===== src/rtl/dynamic_range_compressor.sv =====
// dynamic_range_compressor: per-channel feed-forward compressor.
// Processes one sample per 5 cycles through IDLE -> DETECT -> COMPUTE -> MULTIPLY -> OUTPUT.
// Build option: define COMPRESSOR_RELEASE_EN to make each channel's envelope release by
// one step per processed sample; without it the envelope equals the instantaneous gain reduction.
// Handshake: start is a request sampled only while busy=0 (and only for a valid channel);
// done is a one-cycle pulse marking output_sample/output_gain valid, both held until the next done.
module dynamic_range_compressor #(
    parameter int  WIDTH    = 12,
    parameter int  CHANNELS = 2,
    localparam int CW       = (CHANNELS > 1) ? $clog2(CHANNELS) : 1
) (
    input  logic             clock,
    input  logic             reset,
    input  logic             start,
    input  logic [CW-1:0]    channel,
    input  logic [1:0]       compression_amount,
    input  logic [7:0]       threshold,
    input  logic [WIDTH-1:0] input_sample,
    output logic [WIDTH-1:0] output_sample,
    output logic [7:0]       output_gain,
    output logic             busy,
    output logic             done,
    output logic [2:0]       state_dbg
);

    localparam logic [2:0] IDLE     = 3'd0;
    localparam logic [2:0] DETECT   = 3'd1;
    localparam logic [2:0] COMPUTE  = 3'd2;
    localparam logic [2:0] MULTIPLY = 3'd3;
    localparam logic [2:0] OUTPUT   = 3'd4;

    localparam logic [CW:0]      CH_LIMIT = (CW + 1)'(CHANNELS);
    localparam logic [WIDTH-1:0] NEG_MIN  = {1'b1, {(WIDTH - 1){1'b0}}};
    localparam logic [WIDTH-1:0] MAG_MAX  = {1'b0, {(WIDTH - 1){1'b1}}};

    logic [2:0]             state;
    logic [CW-1:0]          chan_q;
    logic [1:0]             amt_q;
    logic [7:0]             thr_q;
    logic [WIDTH-1:0]       x_q;
    logic [7:0]             lvl_q;
    logic [7:0]             env_q;
    logic signed [WIDTH+9:0] prod_q;
    logic [7:0]             env [2**CW];

    logic [WIDTH-1:0]       mag;
    logic [4:0]             lead;
    logic [2:0]             frac;
    logic [7:0]             level;
    logic [7:0]             over;
    logic [7:0]             gr;
    logic [7:0]             env_next;
    logic [8:0]             gain_lin;
    logic signed [WIDTH+9:0] prod;

    assign busy      = (state != IDLE);
    assign state_dbg = state;

    // Level detector: saturated magnitude -> log2 level in 1/8 octave (leading-one index + 3 mantissa bits).
    always_comb begin
        if (x_q[WIDTH-1]) begin
            mag = (x_q == NEG_MIN) ? MAG_MAX : (~x_q + 1'b1);
        end else begin
            mag = x_q;
        end
        lead = '0;
        for (int i = 0; i < WIDTH; i++) begin
            if (mag[i]) lead = i[4:0];
        end
        frac  = 3'({mag, 3'b000} >> lead);
        level = (mag == '0) ? 8'd0 : {lead, frac};
    end

    // Gain computer: overshoot above threshold reduced by the selected ratio, then envelope update.
    always_comb begin
        over = (lvl_q > thr_q) ? (lvl_q - thr_q) : 8'd0;
        gr   = over - (over >> amt_q);
`ifdef COMPRESSOR_RELEASE_EN
        env_next = (gr >= env[chan_q]) ? gr : (env[chan_q] - 8'd1);
`else
        env_next = gr;
`endif
    end

    // Gain multiplier: fractional part of the envelope picks a 2^(-k/8) factor in Q8.
    always_comb begin
        case (env_q[2:0])
            3'd0:    gain_lin = 9'd256;
            3'd1:    gain_lin = 9'd235;
            3'd2:    gain_lin = 9'd215;
            3'd3:    gain_lin = 9'd197;
            3'd4:    gain_lin = 9'd181;
            3'd5:    gain_lin = 9'd166;
            3'd6:    gain_lin = 9'd152;
            default: gain_lin = 9'd139;
        endcase
        prod = $signed({{10{x_q[WIDTH-1]}}, x_q}) * $signed({{(WIDTH + 1){1'b0}}, gain_lin});
    end

    // Control FSM and datapath pipeline registers; done pulses on the OUTPUT->IDLE edge.
    always_ff @(posedge clock) begin
        if (reset) begin
            state         <= IDLE;
            done          <= 1'b0;
            output_sample <= '0;
            output_gain   <= '0;
            chan_q        <= '0;
            amt_q         <= '0;
            thr_q         <= '0;
            x_q           <= '0;
            lvl_q         <= '0;
            env_q         <= '0;
            prod_q        <= '0;
        end else begin
            done <= 1'b0;
            case (state)
                IDLE: begin
                    if (start && ({1'b0, channel} < CH_LIMIT)) begin
                        chan_q <= channel;
                        amt_q  <= compression_amount;
                        thr_q  <= threshold;
                        x_q    <= input_sample;
                        state  <= DETECT;
                    end
                end
                DETECT: begin
                    lvl_q <= level;
                    state <= COMPUTE;
                end
                COMPUTE: begin
                    env_q <= env_next;
                    state <= MULTIPLY;
                end
                MULTIPLY: begin
                    prod_q <= prod;
                    state  <= OUTPUT;
                end
                OUTPUT: begin
                    // Integer octaves of attenuation are applied as an arithmetic shift.
                    output_sample <= WIDTH'((prod_q >>> 8) >>> env_q[7:3]);
                    output_gain   <= env_q;
                    done          <= 1'b1;
                    state         <= IDLE;
                end
                default: state <= IDLE;
            endcase
        end
    end

    // Per-channel envelope storage; only the channel being processed is written.
    always_ff @(posedge clock) begin
        if (reset) begin
            for (int c = 0; c < 2**CW; c++) env[c] <= 8'd0;
        end else if (state == COMPUTE) begin
            env[chan_q] <= env_next;
        end
    end

endmodule


===== config.mk =====
export PLATFORM = sky130hd
export DESIGN_NAME = dynamic_range_compressor
export DESIGN_NICKNAME = d
export VERILOG_FILES = /design/src/rtl/dynamic_range_compressor.sv
export SDC_FILE = /design/constraint.sdc
export NUM_CORES = 1
export LEC_CHECK = 0
export CORE_UTILIZATION = 40
export DETAILED_ROUTE_END_ITERATION = 6
export HOLD_SLACK_MARGIN = 0.12
export MAX_ROUTING_LAYER = met4
export PLACE_DENSITY = 0.6
export SYNTH_ARGS = -nofsm -noshare
export SYNTH_HDL_FRONTEND = slang
export SYNTH_SLANG_ARGS = --single-unit

===== constraint.sdc =====
create_clock -name clock -period 8.6 [get_ports clock]
set_clock_uncertainty 0.15 [all_clocks]
set_input_delay 1.72 -clock clock [delete_from_list [all_inputs] [get_ports clock]]
set_output_delay 1.72 -clock clock [all_outputs]
set_load 0.1 [all_outputs]

; After elaboration in Yosys (flattened, before gate mapping)
; Index checks and enable logic that the tools add are counted.
[totals]
out_inout_bits = 25
ram_bits = 0
latchBits = 0
regBits = 84
word_cells = 55
memories = 0
romBits = 0
input_bits = 26
[classes]
n_lt_le_gt_ge = 1
n_reduce_logical = 5
add_sub_neg = 3
div_mod_pow = 0
mul = 1
n_bitwise = 1
muxes = 19
n_shift = 3
eq_ne = 12
[op_table]
columns = operator, n
row1 = $pmux 9 s7, 1
row2 = $mux 5, 9
row3 = $mux 12, 2
row4 = $mul 12x10->22, 1
row5 = $mux 8, 2
row6 = $sub 8x8->8, 2
row7 = $shr 15x5->3, 1
row8 = $sshr 14x5->12, 1
row9 = $add 12x1->12 const B, 1
row10 = $eq 12x12->1 const B, 1
row11 = $eq 3x2->1 const B, 4
row12 = $eq 3x3->1 const B, 4
row13 = $logic_not 12->1, 1
row14 = $not 12->12, 1
row15 = $pmux 3 s4, 1
row16 = $gt 8x8->1, 1
row17 = $shr 8x2->8, 1
row18 = $eq 3x1->1 const B, 2
row19 = $logic_not 3->1, 2
row20 = $mux 3, 1
row21 = $reduce_bool 3->1, 1
row22 = $mux 1, 2
row23 = $mux 2, 1
row24 = $ne 2x2->1 const B, 1
row25 = $reduce_and 2->1, 1

; Depth between registers and ports, before layout
; Gate-level depths: netlist (run 1).
[logic_depth]
word_depth = 17
ltp_mapped = 26
depth_no_buf = 24

; Worst setup path after synthesis (run 1)
; No wires, ideal clock.
[synth_path]
path_type = reg2reg
from = reg env_q[2]
to = reg prod_q[20]
slack_ps = 2643
synth_period_minus_slack_ps = 5957
n_path_buf = 2
arrival_ps = 5690
setup_ps = 117
t_required_ps = 8333
stages_incl_launch_ff = 23
path_cell_list = dfxtp_1 > clkbuf_1 > nand2b_1 > xnor2_1 > clkbuf_1 > nand2_1 > fa_1 > inv_1 > fa_1 > inv_1 > fa_1 > fa_1 > fa_1 > inv_1 > ha_1 > inv_1 > or3_1 > o21ai_0 > a21oi_1 > o21bai_1 > a21oi_1 > xnor2_1 > a22o_1
[synth_between]
elab_chain_cells = 3
word_cells_on_any_way = 9
classes_between = mul (1) / eq/ne (6) / mux (1) / reduce/logical (1)
[synth_rtl]
columns = element, line
row1 = from (decl), 42  ; logic [7:0] env_q;
row2 = from (signal assigned), 131  ; env_q <= env_next;
row3 = $eq 3x3->1 (tied with other cells), 87  ; case (env_q[2:0])
row4 = $pmux 9 s7 *, 87
row5 = $mul 12x10->22 *, 97  ; prod = $signed({{10{x_q[WIDTH-1]}}, x_q}) * $signed({{(WIDTH + 1){1'b0}}, gain_lin});
row6 = to (signal assigned), 135  ; prod_q <= prod;
row7 = to (decl), 43  ; logic signed [WIDTH+9:0] prod_q;
; Mark *: on every way between the ends. The rest lies on a longest branch, timed or not.
; A chain may end at the register's enable or synchronous reset.

; Worst setup path after layout (run 1)
[layout_path]
from = reg env_q[1]
to = reg prod_q[20]
; Same word-level chain as after synthesis.

==> results by group, run 1 <==
STA
  – Fin crit period: 6550 ps
  – Hold Vio Cnt, Final: 0
  – Slew Limit Fails: 0
  – Rel. slew slack: 33.6%
  – Worst Max-Slew Pin Slew: 993 ps
  – Total Negative Setup Slacks: 0 ps
  – Achievable Freq: 0.153 GHz
  – Count of final setup violators: 0
  – RSZ-0062 raised after global routing: no
  – Crit share post-route: 76.1%

Yosys
  – Number of flops mapped to enable cells by yosys: 0
  – Unique masters post-synth: 75
  – Avg Synthesized Cell Area: 7.94 sq um
  – Top_reg_cell synth: dfxtp_1
  – Post-synthesis cell area: 8890 sq um
  – Async set-reset flop share out of synthesis: 0%
  – Warnings, synthesis: 0
  – Mapped Cells: 1120
  – Seq/Total Area, Yosys: 16.9%
  – Number of synthesized register bits: 75
  – Net Count, Synth: 1303

Routing
  – Remaining DRCs: 0
  – Top layer in use: met4
  – Drt initial violations: 328
  – Met2 WL: 9.90 mm
  – DR vias: 7294
  – Drt total wl: 20.6 mm
  – Drt pass-1 iters: 5
  – Avg Vias per Cell: 5.19
  – Routed len/inst: 14.7 um
  – Met3 routed WL: 615 um
  – Routed met1 length: 9.66 mm
  – Post-route ant nets: 0

Global routing
  – Overall Global Routing Usage: 20.3%
  – First-pass GRT wire length: 35.9 mm
  – Initial antenna violation count: 0
  – Total gr overflow: 0
  – Vias in the first global route: 7415
  – Largest net degree at the start of global routing: 50

Layout
  – Fin nets: 1303
  – Antenna Cells: 0
  – Commonest non-fill, non-tap cell in the layout: nand2_1
  – Layout cells sized above 1: 4.98%
  – Filler cell count: 2227
  – Final core occ: 44.8%
  – Synth-to-layout area growth: 10.0%
  – Commonest non-fill, non-tap cells in the layout: 194 x nand2_1, 154 x inv_1, 95 x fa_1

Critical path
  – Crit path launch type: flip-flop
  – CP Class: flip-flop to flip-flop
  – Critical Path AT: 6640 ps
  – CP endpoint kind: flip-flop
  – WP data required: 8690 ps
  – Critical path peak fanout: 11

Floorplanning
  – Die height: 151 um
  – Core Box Area: 21800 sq um
  – Io pins: 51
  – # rows: 54
  – Die Width: 151 um
  – Die Area: 22800 sq um
  – Starting Density: 40.7%

Clocking
  – CTS tree: done
  – Hold Buf Count CTS: 0
  – Deepest clock path buffer count: 2
  – Clock slew at reported path FFs: 70 ps
  – Root Driver: clkbuf_16
  – CTS buffer count: 9
  – Clock sinks: 75
  – Worst-Skew Late Latency: 350 ps
  – Post-CTS Setup Bufs: 0
  – Post-CTS resize count: 0
  – H-tree levels: 3

Run status
  – Status: completed

Power and ir drop
  – Max IR drop VDD: 0.0979 mV
  – Design Power: 0.00167 W
  – Lkg Pwr: 4.29 nW
  – Pwr dens: 170 nW/um^2

Run
  – Max-cap check violation count: 0

Worst hold path
  – Worst Hold Class: flip-flop to flip-flop

Placed design
  – GPL Wtd Cong: 0.862
  – Hpwl dp: 15.9 mm
  – Buffers on Ports: 49
-- kinds of logic after synthesis --
family / Yosys count / synth area share [%]
simple gates: 380 / 20.0
buf+inv: 223 / 9.86
compound gates: 217 / 15.7
fa+ha+maj: 157 / 30.1
flops: 75 / 16.9
xor+xnor: 34 / 3.35
mux: 34 / 4.12
-- synthesized netlist by cell type (4+ instances only) --
cell | number | area share [%]
a211oi_1 | 18 | 1.5
a21o_1 | 8 | 0.68
a21oi_1 | 87 | 4.9
a311oi_1 | 4 | 0.39
a31oi_1 | 12 | 0.84
and2_1 | 31 | 2.2
and3_1 | 6 | 0.42
buf_1 | 6 | 0.25
buf_2 | 5 | 0.28
buf_6 | 4 | 0.51
clkbuf_1 | 52 | 2.2
dfxtp_1 | 75 | 17
fa_1 | 95 | 21
ha_1 | 62 | 8.7
inv_1 | 154 | 6.5
mux2_2 | 11 | 1.4
mux2i_1 | 22 | 2.5
nand2_1 | 194 | 8.2
nand2b_1 | 7 | 0.49
nand3_1 | 7 | 0.39
nor2_1 | 64 | 2.7
nor2b_1 | 15 | 1.1
nor3_1 | 22 | 1.2
o211ai_1 | 5 | 0.42
o21a_1 | 6 | 0.51
o21ai_0 | 34 | 1.9
o21bai_1 | 6 | 0.51
o31ai_1 | 7 | 0.59
or3_1 | 6 | 0.42
xnor2_1 | 24 | 2.4
xor2_1 | 10 | 0.98
-- where the power goes --
group | switching (W) | internal [W] | total, W
registers | 0.0000625 | 0.000371 | 0.000434
logic | 0.000507 | 0.000358 | 0.000865
clock network | 0.000169 | 0.000200 | 0.000369
-- worst paths after layout --
kind,end,cells after the start,start,slack [ps]
worst max-delay path,prod_q[20]$_SDFFE_PP0P_,20,env_q[1]$_SDFFE_PP0N_,2050
worst max register to register,prod_q[20]$_SDFFE_PP0P_,20,env_q[1]$_SDFFE_PP0N_,2050
worst min-delay path,output_gain[7]$_SDFFE_PP0P_,2,output_gain[7]$_SDFFE_PP0P_,300
worst min register to register,output_gain[7]$_SDFFE_PP0P_,2,output_gain[7]$_SDFFE_PP0P_,300
-- worst max-delay path, cell delays in order, from the launching register on --
cell and delay, ps:
dfxtp_1 590, nor2_1 160, nor2_1 670, nand2_1 200, fa_1 460, inv_1 80, fa_1 410, inv_1 100
fa_1 400, fa_1 460, fa_1 490, inv_1 40, ha_1 300, inv_1 80, or3_1 360, o21ai_0 520
a21oi_1 220, o21bai_1 310, a21oi_1 130, xnor2_1 140, a22o_1 170
-- layer usage --
layer	track usage (%)	vias up
met5	-	-
li1	-	3646
met3	2.32	28
met4	6.25	0
met1	25.6	3513
met2	34.2	107
-- per-stage QoR --
| step | std cells | area [sq um] | setup WS, ps | hold slack, ps |
|---|---|---|---|---|
| final | 1405 | 9780 | 2050 | 303 |
| after global routing | 1405 | 9780 | 1550 | 321 |
| after CTS | 1405 | 9780 | 1920 | 307 |
| after detailed placement | 1389 | 9500 | 1950 | 298 |
| after global placement | 1389 | 9500 | 2110 | 292 |
| after floorplan | 1120 | 8890 | 2640 | 279 |
-- registers in the layout, indices dropped and copies added (netlist names) --
register / count
amt_q: 2
x_q: 12
env_q: 8
thr_q: 8
output_gain: 8
lvl_q: 7
done: 1
state_dbg: 3
prod_q: 14
output_sample: 12
-- final cells by class --
class | count | area [sq um] | area share (%)
repair buffers | 57 | 546 | 5.58
inverters | 155 | 582 | 5.95
clock buffers | 9 | 225 | 2.30
multi-input cells | 822 | 6520 | 66.6
clock inverters | 7 | 58.8 | 0.601
well taps | 280 | 350 | 3.58
flip-flops and latches | 75 | 1500 | 15.3
Power figures use the tool's default switching activity.
==> run 2: changes to the inputs <==
- clock period: 8.6 -> 6.3 ns (I/O delays scaled with it)
==> run 2 against run 1 <==
Compared with the run above:
- worst hold slack barely moved
- final cell count rose by 1.1%
- via count rose by 1.2%
- sequential power rose by 34%
==> results by group, run 2 (same netlist as run 1, synthesis figures left out) <==
STA
  – Crit share post-route: 94.3% (+18 points)
  – RSZ-0062 raised after global routing: no
  – Worst Max-Slew Pin Slew: 1140 ps (+143 ps)
  – Achievable Freq: 0.168 GHz (+10%)
  – Hold Vio Cnt, Final: 0 (unchanged)
  – Total Negative Setup Slacks: 0 ps (unchanged)
  – Setup ws final: 356 ps (-1700 ps)
  – Slew Limit Fails: 0 (unchanged)
  – Rel. slew slack: 24.2% (-9.4 points)
  – Fin crit period: 5940 ps (-602 ps)
  – Count of final setup violators: 0 (unchanged)

Critical path
  – Critical path peak fanout: 12 (+1)
  – CP Class: flip-flop to flip-flop
  – Critical Path AT: 6030 ps (-610 ps)
  – CP endpoint kind: flip-flop
  – Crit path launch type: flip-flop
  – WP data required: 6380 ps (-2310 ps)

Worst hold path
  – Worst Hold Class: flip-flop to flip-flop

Clocking
  – Post-CTS resize count: 0 (unchanged)
  – Clock slew at reported path FFs: 70 ps (about the same)
  – Hold Buf Count CTS: 0 (unchanged)
  – CTS tree: done
  – Worst-Skew Late Latency: 340 ps (about the same)
  – H-tree levels: 3 (unchanged)
  – Root Driver: clkbuf_16
  – CTS buffer count: 9 (unchanged)
  – Post-CTS Setup Bufs: 0 (unchanged)
  – Clock sinks: 75 (unchanged)
  – Deepest clock path buffer count: 2 (unchanged)

Routing
  – Drt initial violations: 395 (+20%)
  – Remaining DRCs: 0 (unchanged)
  – Routed len/inst: 14.6 um (-0.14%)
  – Drt total wl: 20.8 mm (+0.92%)
  – Avg Vias per Cell: 5.20 (+0.11%)
  – Drt pass-1 iters: 4 (-1)
  – Post-route ant nets: 0 (unchanged)
  – DR vias: 7380 (+1.2%)

Layout
  – Fin nets: 1318 (+1.2%)
  – Register area: 1500 sq um (about the same)
  – Antenna Cells: 0 (unchanged)
  – Most flop-heavy register: prod_q
  – Commonest non-fill, non-tap cell in the layout: nand2_1
  – Biggest regs: prod_q (14), output_sample (12), x_q (12)
  – Filler cell count: 2184 (-1.9%)
  – Fin area: 9960 sq um (+1.9%)
  – Area of the multi-input gates: 6530 sq um (about the same)
  – Synth-to-layout area growth: 12.1%
  – Commonest non-fill, non-tap cells in the layout: 194 x nand2_1, 154 x inv_1, 95 x fa_1
  – Layout cells sized above 1: 6.49% (+1.5 points)
  – Number of flip-flops under the largest register name: 14 (unchanged)

Run status
  – Status: completed

Floorplanning
  – Io pins: 51 (unchanged)
  – # rows: 54 (unchanged)
  – Core Box Area: 21800 sq um (unchanged)
  – Starting Density: 40.7% (unchanged)
  – Die Area: 22800 sq um (unchanged)
  – Die Width: 151 um (unchanged)
  – Die height: 151 um (unchanged)

Placed design
  – Hpwl dp: 16.3 mm (+2.8%)
  – Buffers on Ports: 49 (unchanged)
  – Setup WS pre-CTS: 165 ps (-1780 ps)
  – GPL Wtd Cong: 0.872 (+1.2%)
  – Placed cell area: 9620 sq um (+1.3%)

Global routing
  – First-pass GRT wire length: 35.6 mm (-0.69%)
  – Initial antenna violation count: 0 (unchanged)
  – Overall Global Routing Usage: 20.3% (-0.083 points)
  – Total gr overflow: 0 (unchanged)
  – Largest net degree at the start of global routing: 52 (+4.0%)
  – Vias in the first global route: 7271 (-1.9%)

Power and ir drop
  – Lkg Pwr: 4.40 nW (+2.6%)
  – Max IR drop VDD: 0.157 mV (+60%)
  – Pwr dens: 240 nW/um^2 (+41%)

Run
  – Max-cap check violation count: 0 (unchanged)
==> run 2: cell types whose count changed in the layout (fill, tap and decap cells not counted), sizes merged <==
cell and change:
buf +15, clkinv -1, clkinvlp -1, bufinv +2
==> run 2: layer usage <==
metal	part of all wire [%]	up-vias	GRT usage, %
met5	0	-	-
met4	2.2	0	6.15
met3	2.8	30	2.05
met2	48	131	33.7
met1	47	3545	25.9
li1	-	3674	-
==> run 2: final cells by class <==
type,count,area share (%)
Multi-Input combinational cell,822,65.5
Sequential cell,75,15.1
Timing Repair Buffer,72,6.73
Inverter,155,5.84
Tap cell,280,3.52
Clock buffer,9,2.26
Clock inverter,7,1.09
==> run 2: stage by stage <==
step           power, W  util (%)  instances  hold WS, ps
3_3_place_gp    0.00180      44.1       1404          294
3_5_place_dp    0.00180      44.1       1404          294
5_1_grt         0.00259      45.7       1420          318
4_1_cts         0.00241      45.6       1420          305
6_report        0.00239      45.7       1420          303
2_1_floorplan   0.00154         -       1120          279
==> run 2: where the power goes <==
group          leakage, nW  switching (W)  internal (W)  total [W]
combinational         3.63       0.000711      0.000507    0.00122
clock                0.164       0.000235      0.000356   0.000591
sequential           0.610      0.0000738      0.000507   0.000581
total                 4.40        0.00102       0.00137    0.00239
==> run 2: critical path, cell delays in order (launching register included) <==
cell and delay [ps]:
dfxtp_1 450, nand2b_1 160, xnor2_1 110, buf_4 210, nand2_1 160, fa_1 620, inv_1 160, fa_1 580
fa_1 440, fa_1 540, inv_1 50, fa_1 490, inv_1 40, ha_1 340, o21a_1 200, o21a_1 170
o21ai_0 230, o21bai_1 160, o31ai_1 270, xnor2_1 130, a22o_1 190
==> run 2: path summary, 6_finish.rpt <==
check	endpoint	cells after the start	slack, ps	from
hold / removal	output_gain[7]$_SDFFE_PP0P_	2	300	output_gain[7]$_SDFFE_PP0P_
hold reg to reg	output_gain[7]$_SDFFE_PP0P_	2	300	output_gain[7]$_SDFFE_PP0P_
setup / recovery	prod_q[21]$_SDFFE_PP0P_	20	360	env_q[2]$_SDFFE_PP0N_
setup reg to reg	prod_q[21]$_SDFFE_PP0P_	20	360	env_q[2]$_SDFFE_PP0N_
==> run 3: changes to the inputs <==
- SKIP_CTS_REPAIR_TIMING: default -> 1
==> results of run 3 <==
No change in the layout: final DEF, timing and power equal those of run 2.
